<file path="src/rtl/wb_pkg.sv">
// Shared constants for the write-back stage: result-select codes, load funct3 codes, default width.
package wb_pkg;

    localparam int DEFAULT_XLEN = 32;

    localparam logic [1:0] RES_ALU  = 2'd0;
    localparam logic [1:0] RES_LOAD = 2'd1;
    localparam logic [1:0] RES_PC4  = 2'd2;
    localparam logic [1:0] RES_IMM  = 2'd3;

    localparam logic [2:0] F3_LB  = 3'b000;
    localparam logic [2:0] F3_LH  = 3'b001;
    localparam logic [2:0] F3_LW  = 3'b010;
    localparam logic [2:0] F3_LBU = 3'b100;
    localparam logic [2:0] F3_LHU = 3'b101;

endpackage

</file>
<file path="src/rtl/load_extend.sv">
// Combinational load aligner: picks byte/half/word from the raw memory word and sign/zero extends it.
module load_extend
    import wb_pkg::*;
#(
    parameter int XLEN = DEFAULT_XLEN
) (
    input  logic [XLEN-1:0] word_i,
    input  logic [1:0]      offset_i,
    input  logic [2:0]      funct3_i,
    output logic [XLEN-1:0] data_o
);

    logic [7:0]  byte_sel;
    logic [15:0] half_sel;

    always_comb begin
        case (offset_i)
            2'd0:    byte_sel = word_i[7:0];
            2'd1:    byte_sel = word_i[15:8];
            2'd2:    byte_sel = word_i[23:16];
            default: byte_sel = word_i[31:24];
        endcase
        // offset bit 0 is ignored for halves; misaligned halves never reach this stage
        half_sel = offset_i[1] ? word_i[31:16] : word_i[15:0];
    end

    always_comb begin
        case (funct3_i)
            F3_LB:   data_o = {{(XLEN-8){byte_sel[7]}}, byte_sel};
            F3_LH:   data_o = {{(XLEN-16){half_sel[15]}}, half_sel};
            F3_LBU:  data_o = {{(XLEN-8){1'b0}}, byte_sel};
            F3_LHU:  data_o = {{(XLEN-16){1'b0}}, half_sel};
            F3_LW:   data_o = word_i;
            default: data_o = word_i;
        endcase
    end

endmodule

</file>
<file path="src/rtl/wb_pipe.sv">
// M->W pipeline register with result select and load extension; one cycle M->W, StallW holds, FlushW kills.
// Optional retired-instruction counter InstRetW is built when WB_INSTRET_EN is defined.
module wb_pipe
    import wb_pkg::*;
#(
    parameter int XLEN    = DEFAULT_XLEN,
    parameter int NUM_SRC = 4,
    parameter int RA_W    = 5
) (
    input  logic                       clk,
    input  logic                       reset,
    input  logic                       StallW,
    input  logic                       FlushW,
    input  logic                       ValidM,
    input  logic                       RegWriteM,
    input  logic [RA_W-1:0]            RdM,
    input  logic [$clog2(NUM_SRC)-1:0] ResultSrcM,
    input  logic [2:0]                 Funct3M,
    input  logic [XLEN-1:0]            ALUResultM,
    input  logic [XLEN-1:0]            ReadDataM,
    input  logic [XLEN-1:0]            PCPlus4M,
    input  logic [XLEN-1:0]            ImmExtM,
    output logic [XLEN-1:0]            ResultW,
    output logic [RA_W-1:0]            RdW,
    output logic                       RegWriteW,
    output logic                       ValidW
`ifdef WB_INSTRET_EN
    ,
    output logic [63:0]                InstRetW
`endif
);

    localparam int SRC_W = $clog2(NUM_SRC);

    typedef struct packed {
        logic             valid;
        logic             regwrite;
        logic [RA_W-1:0]  rd;
        logic [SRC_W-1:0] src;
        logic [2:0]       funct3;
        logic [XLEN-1:0]  alu;
        logic [XLEN-1:0]  rdata;
        logic [XLEN-1:0]  pc4;
        logic [XLEN-1:0]  imm;
    } wreg_t;

    wreg_t           w_q, w_d;
    logic [XLEN-1:0] load_val;

    // Flush wins over stall; a flushed slot is fully zeroed so every field reads 0.
    always_comb begin
        w_d = w_q;
        if (FlushW) begin
            w_d = '0;
        end else if (!StallW) begin
            w_d.valid    = ValidM;
            w_d.regwrite = RegWriteM & ValidM & (RdM != '0);
            w_d.rd       = RdM;
            w_d.src      = ResultSrcM;
            w_d.funct3   = Funct3M;
            w_d.alu      = ALUResultM;
            w_d.rdata    = ReadDataM;
            w_d.pc4      = PCPlus4M;
            w_d.imm      = ImmExtM;
        end
    end

    always_ff @(posedge clk or posedge reset) begin
        if (reset) begin
            w_q <= '0;
        end else begin
            w_q <= w_d;
        end
    end

    load_extend #(
        .XLEN(XLEN)
    ) u_load_extend (
        .word_i  (w_q.rdata),
        .offset_i(w_q.alu[1:0]),
        .funct3_i(w_q.funct3),
        .data_o  (load_val)
    );

    // Unimplemented selects return 0 rather than X.
    always_comb begin
        ResultW = '0;
        case (w_q.src)
            RES_ALU:  ResultW = w_q.alu;
            RES_LOAD: ResultW = load_val;
            RES_PC4:  ResultW = w_q.pc4;
            RES_IMM:  ResultW = (NUM_SRC > 3) ? w_q.imm : '0;
            default:  ResultW = '0;
        endcase
    end

    assign RdW       = w_q.rd;
    assign RegWriteW = w_q.regwrite;
    assign ValidW    = w_q.valid;

`ifdef WB_INSTRET_EN
    logic [63:0] instret_q, instret_d;

    // Counts the instruction leaving W, so a flush of the incoming slot does not cancel it.
    always_comb begin
        instret_d = instret_q;
        if (w_q.valid && !StallW) begin
            instret_d = instret_q + 64'd1;
        end
    end

    always_ff @(posedge clk or posedge reset) begin
        if (reset) begin
            instret_q <= '0;
        end else begin
            instret_q <= instret_d;
        end
    end

    assign InstRetW = instret_q;
`endif

endmodule

</file>
<file path="config.mk">
export PLATFORM = sky130hd
export DESIGN_NAME = wb_pipe
export DESIGN_NICKNAME = d
export VERILOG_FILES = /design/src/rtl/wb_pkg.sv /design/src/rtl/load_extend.sv /design/src/rtl/wb_pipe.sv
export SDC_FILE = /design/constraint.sdc
export NUM_CORES = 1
export LEC_CHECK = 0
export ABC_AREA = 1
export BUFFER_PORTS_ARGS = -buffer_cell sky130_fd_sc_hd__buf_4
export CORE_MARGIN = 3
export CORE_UTILIZATION = 48
export DETAILED_ROUTE_END_ITERATION = 10
export HOLD_SLACK_MARGIN = 0.15
export MAX_ROUTING_LAYER = met4
export PLACE_DENSITY = 0.72
export SLEW_MARGIN = 30
export SYNTH_ARGS = -nofsm -noshare
export SYNTH_HDL_FRONTEND = slang
export SYNTH_SLANG_ARGS = --single-unit
</file>
<file path="constraint.sdc">
create_clock -name clk -period 3.9 [get_ports clk]
set_clock_uncertainty 0.1 [all_clocks]
set_input_delay 0.39 -clock clk [delete_from_list [all_inputs] [get_ports clk]]
set_output_delay 0.39 -clock clk [all_outputs]
set_load 0.01 [all_outputs]
</file>
==> qor.csv <==
stage,metric,value,unit
run_status,status,"finished, final reports clean",
power_and_ir_drop,clockPowerShare,43.2,%
synth,ys_warn_count,0,
worst_setup_path,path_common_cell,nand2_1,
power_and_ir_drop,p_comb_share,17.6,%
place,gp_congestion,0.9368,
power_and_ir_drop,pwr-share-seq,39.2,%
die,die_area,16270,µm²
min_path,holdPathStages,3,
place,portBuffers,182,
die,die_w,127.5,µm
drt,drc_errors,0,
synth,ys_types,29,
synth,avgSynthCellArea,7.914,µm²
synth,synth-edff-count,0,
clocking,clk-insertion-delay-late,0.43,ns
worst_setup_path,r2r_cells,2,
drt,wl_per_cell,17.55,µm
global_routing,track_usage,30.64,%
global_routing,grt_remaining_overflow,0,
drt,first_iter_violations,736,
die,row_count,43,
global_routing,grt_pass1_wl,38010,µm
drt,viasPerCell,5.418,
drt,drtPass1Iterations,7,
global_routing,antenna_found_initial,0,
place,dp.cells,1197,
sta,fmax,333.9,MHz
sta,fin_crit_sh,76.79,%
sta,finalSetupViolCount,0,
finish,drive_above_1_share,21.15,%
flow_run,maxCapViolCount,0,
synth,syn_nets,1040,
worst_setup_path,worst_path_largest_cell_delay,0.90,ns
worst_setup_path,critPathKind,flop to output port,
synth,synthTopCellsByArea,"dfrtp_1, nand3_1, o21ai_0",
sta,setup_tns,0,ns
worst_setup_path,cp_cell_sequence,inv_2 -> nand2_1 -> nand3_2 -> nand3_4 -> nand2_4 -> a21oi_1 -> nand2_1 -> buf_4,
worst_setup_path,critPathTopFamily,flip-flops,
finish,num-fill-cells,1026,
clocking,cts_root_buffer,clkbuf_16,
global_routing,grt_max_degree,97,
clocking,clk_pin_slew,0.06,ns
power_and_ir_drop,vdd_drop_max,0.3192,mV
worst_setup_path,crit_slowest_cell,dfrtp_1,
die,die_h,127.5,µm
worst_setup_path,path_depth,8,
worst_setup_path,critPathRequiredTime,3.41,ns
die,num_io_pins,183,
synth,netlist_area,7091,µm²
sta,hold_viol_final,0,
clocking,cts_tree,done,
worst_setup_path,crit_path_max_fanout,31,
synth,ys_seq_area_share,49.41,%
worst_setup_path,cp_num_buf_inv,2,
power_and_ir_drop,netSwitchingPower,1.066,mW
clocking,cts_buffer_depth,2,
sta,worstMarginPinSlew,0.8888,ns
die,initial_utilization,50.11,%
synth,synthArstFlopShare,100.0,%
synth,netlist_instances,896,
sta,finalCriticalPeriod,2.995,ns
drt,antenna_left,0,
clocking,htree_levels,4,
synth,synth_top_cell_by_area,dfrtp_1,
power_and_ir_drop,pwr_density_cell,387.4,nW/µm²
finish,fin_cells,1362,
sta,rsz0062_at_grt,false,
worst_setup_path,start_kind,flop,
clocking,post_cts_buffers,0,
drt,vias,7379,
sta,slew_headroom,40.68,%
die,coreArea,14150,µm²
clocking,ctsResizeCount,0,
synth,synth_top_cell_area_share,49.41,%
power_and_ir_drop,power.leakage,4.983,nW
min_path,hp-class,input port to flop,
clocking,cts-buffers-inserted,17,
synth,ys_ff_latch,140,
finish,num_antenna_cells,0,
clocking,cts_sinks,140,
clocking,cts_hold_buf,133,
drt,wl,23900,µm
power_and_ir_drop,p_int,2.969,mW
global_routing,grt_pass1_vias,7270,
synth,synth_flop_cell,dfrtp_1,
power_and_ir_drop,total_power,4.034,mW
place,dp_hpwl,14610,µm
sta,whs,0.1496,ns
finish,area_growth,46.85,%
power_and_ir_drop,p_sw_share,26.41,%
worst_setup_path,end_kind,output port,
sta,drv_slew,0,
worst_setup_path,arrival,2.50,ns
finish,nets,1313,
==> state kept, by name (all words and copies together) (netlist names) <==
name and flops:
ValidW 1, RegWriteW 1, RdW 5, w_q 133
==> cell usage after synthesis, types with 5 or more instances <==
| master | count |
|---|---|
| o22ai_1 | 32 |
| nand3b_1 | 8 |
| nor2_1 | 59 |
| a21oi_1 | 32 |
| dfrtp_1 | 140 |
| a21oi_2 | 10 |
| clkbuf_1 | 32 |
| o211ai_1 | 5 |
| inv_1 | 109 |
| buf_1 | 13 |
| buf_2 | 19 |
| nand2_1 | 117 |
| o21ai_1 | 9 |
| nand3_1 | 162 |
| o21ai_0 | 125 |
| buf_4 | 6 |
==> worst reg2reg max path: stages (launching register included) <==
cell,delay [ns]
dfrtp_1,0.90
inv_2,0.13
o21ai_0,0.18
==> layout make-up <==
class                      count  area (µm²)  share of cell area (%)
multi-input combinational    571        2818                   27.06
sequential                   140        3503                   33.65
clock inverter                11       166.4                   1.598
tap                          180       225.2                   2.163
inverter                     112       439.2                   4.218
clock buffer                  21       460.4                   4.422
timing repair buffer         327        2800                   26.89
==> through the flow <==
step           setup WS (ns)  area [µm²]  utilization [%]
5_1_grt               0.6831       10410            73.59
3_5_place_dp           1.416        8452            59.73
4_1_cts               0.9561       10410            73.57
2_1_floorplan          1.661        7094                -
6_report              0.9051       10410            73.59
3_3_place_gp           1.438        8432            59.59
==> logic make-up (layout without fill, tap and decap cells) <==
kind of cell | Yosys count | after routing | share of synthesized area, %
flops | 140 | 140 | 49.41
compound gates | 215 | 215 | 16.64
buf+inv | 185 | 471 | 10.99
simple gates | 356 | 356 | 22.96
==> metal layers <==
| metal | vias to the layer above | part of all wire [%] | GRT usage (%) |
|---|---|---|---|
| li1 | 3516 | - | - |
| met4 | 0 | 2.7 | 10.16 |
| met5 | - | 0 | - |
| met3 | 47 | 7.1 | 5.100 |
| met1 | 3476 | 43 | 41.58 |
| met2 | 340 | 47 | 47.17 |
==> worst paths after layout <==
path	to	slack [ns]	from
worst min register to register	w_q[126]$_DFFE_PP0P_	0.41	w_q[126]$_DFFE_PP0P_
min in group asynchronous	w_q[54]$_DFFE_PP0P_	0.45	reset
max in group asynchronous	w_q[46]$_DFFE_PP0P_	2.38	reset
worst min-delay path	w_q[82]$_DFFE_PP0P_	0.15	ReadDataM[18]
worst max register to register	w_q[97]$_DFFE_PP0P_	2.50	w_q[97]$_DFFE_PP0P_
worst max-delay path	ResultW[21]	0.91	w_q[97]$_DFFE_PP0P_
==> placed cells by master (no fill, tap or decap) <==
cell type and instances:
inv_4 1, clkinv_2 3, bufinv_16 4, clkinv_4 1, clkbuf_16 17, nand2_2 2, nor4_1 1, o31ai_1 1
nor2_4 1, nand4_1 1, a21oi_4 1, o22ai_1 32, a21oi_2 10, buf_12 1, nand3_2 2, clkbuf_1 2
a21oi_1 32, nand2_1 116, clkbuf_8 2, nand2_4 3, o211ai_1 5, buf_4 193, inv_6 1, dfrtp_1 140
nand3b_1 8, nand3_1 162, nor2_2 1, o21ai_0 125, dlygate4sd3_1 133, clkinvlp_4 4, o21ai_1 9, inv_1 107
inv_8 1, nand3_4 1, inv_2 1, nor2_1 58
==> power by group through the flow <==
stage | clock network, mW | logic (mW) | registers [mW]
after floorplan | 0 | 0.343 | 1.59
after global placement | 0 | 0.582 | 1.61
after detailed placement | 0 | 0.588 | 1.61
after CTS | 1.74 | 0.699 | 1.58
after global routing | 1.81 | 0.779 | 1.59
final | 1.74 | 0.710 | 1.58
No activity file was read; power rests on OpenSTA's default activity.
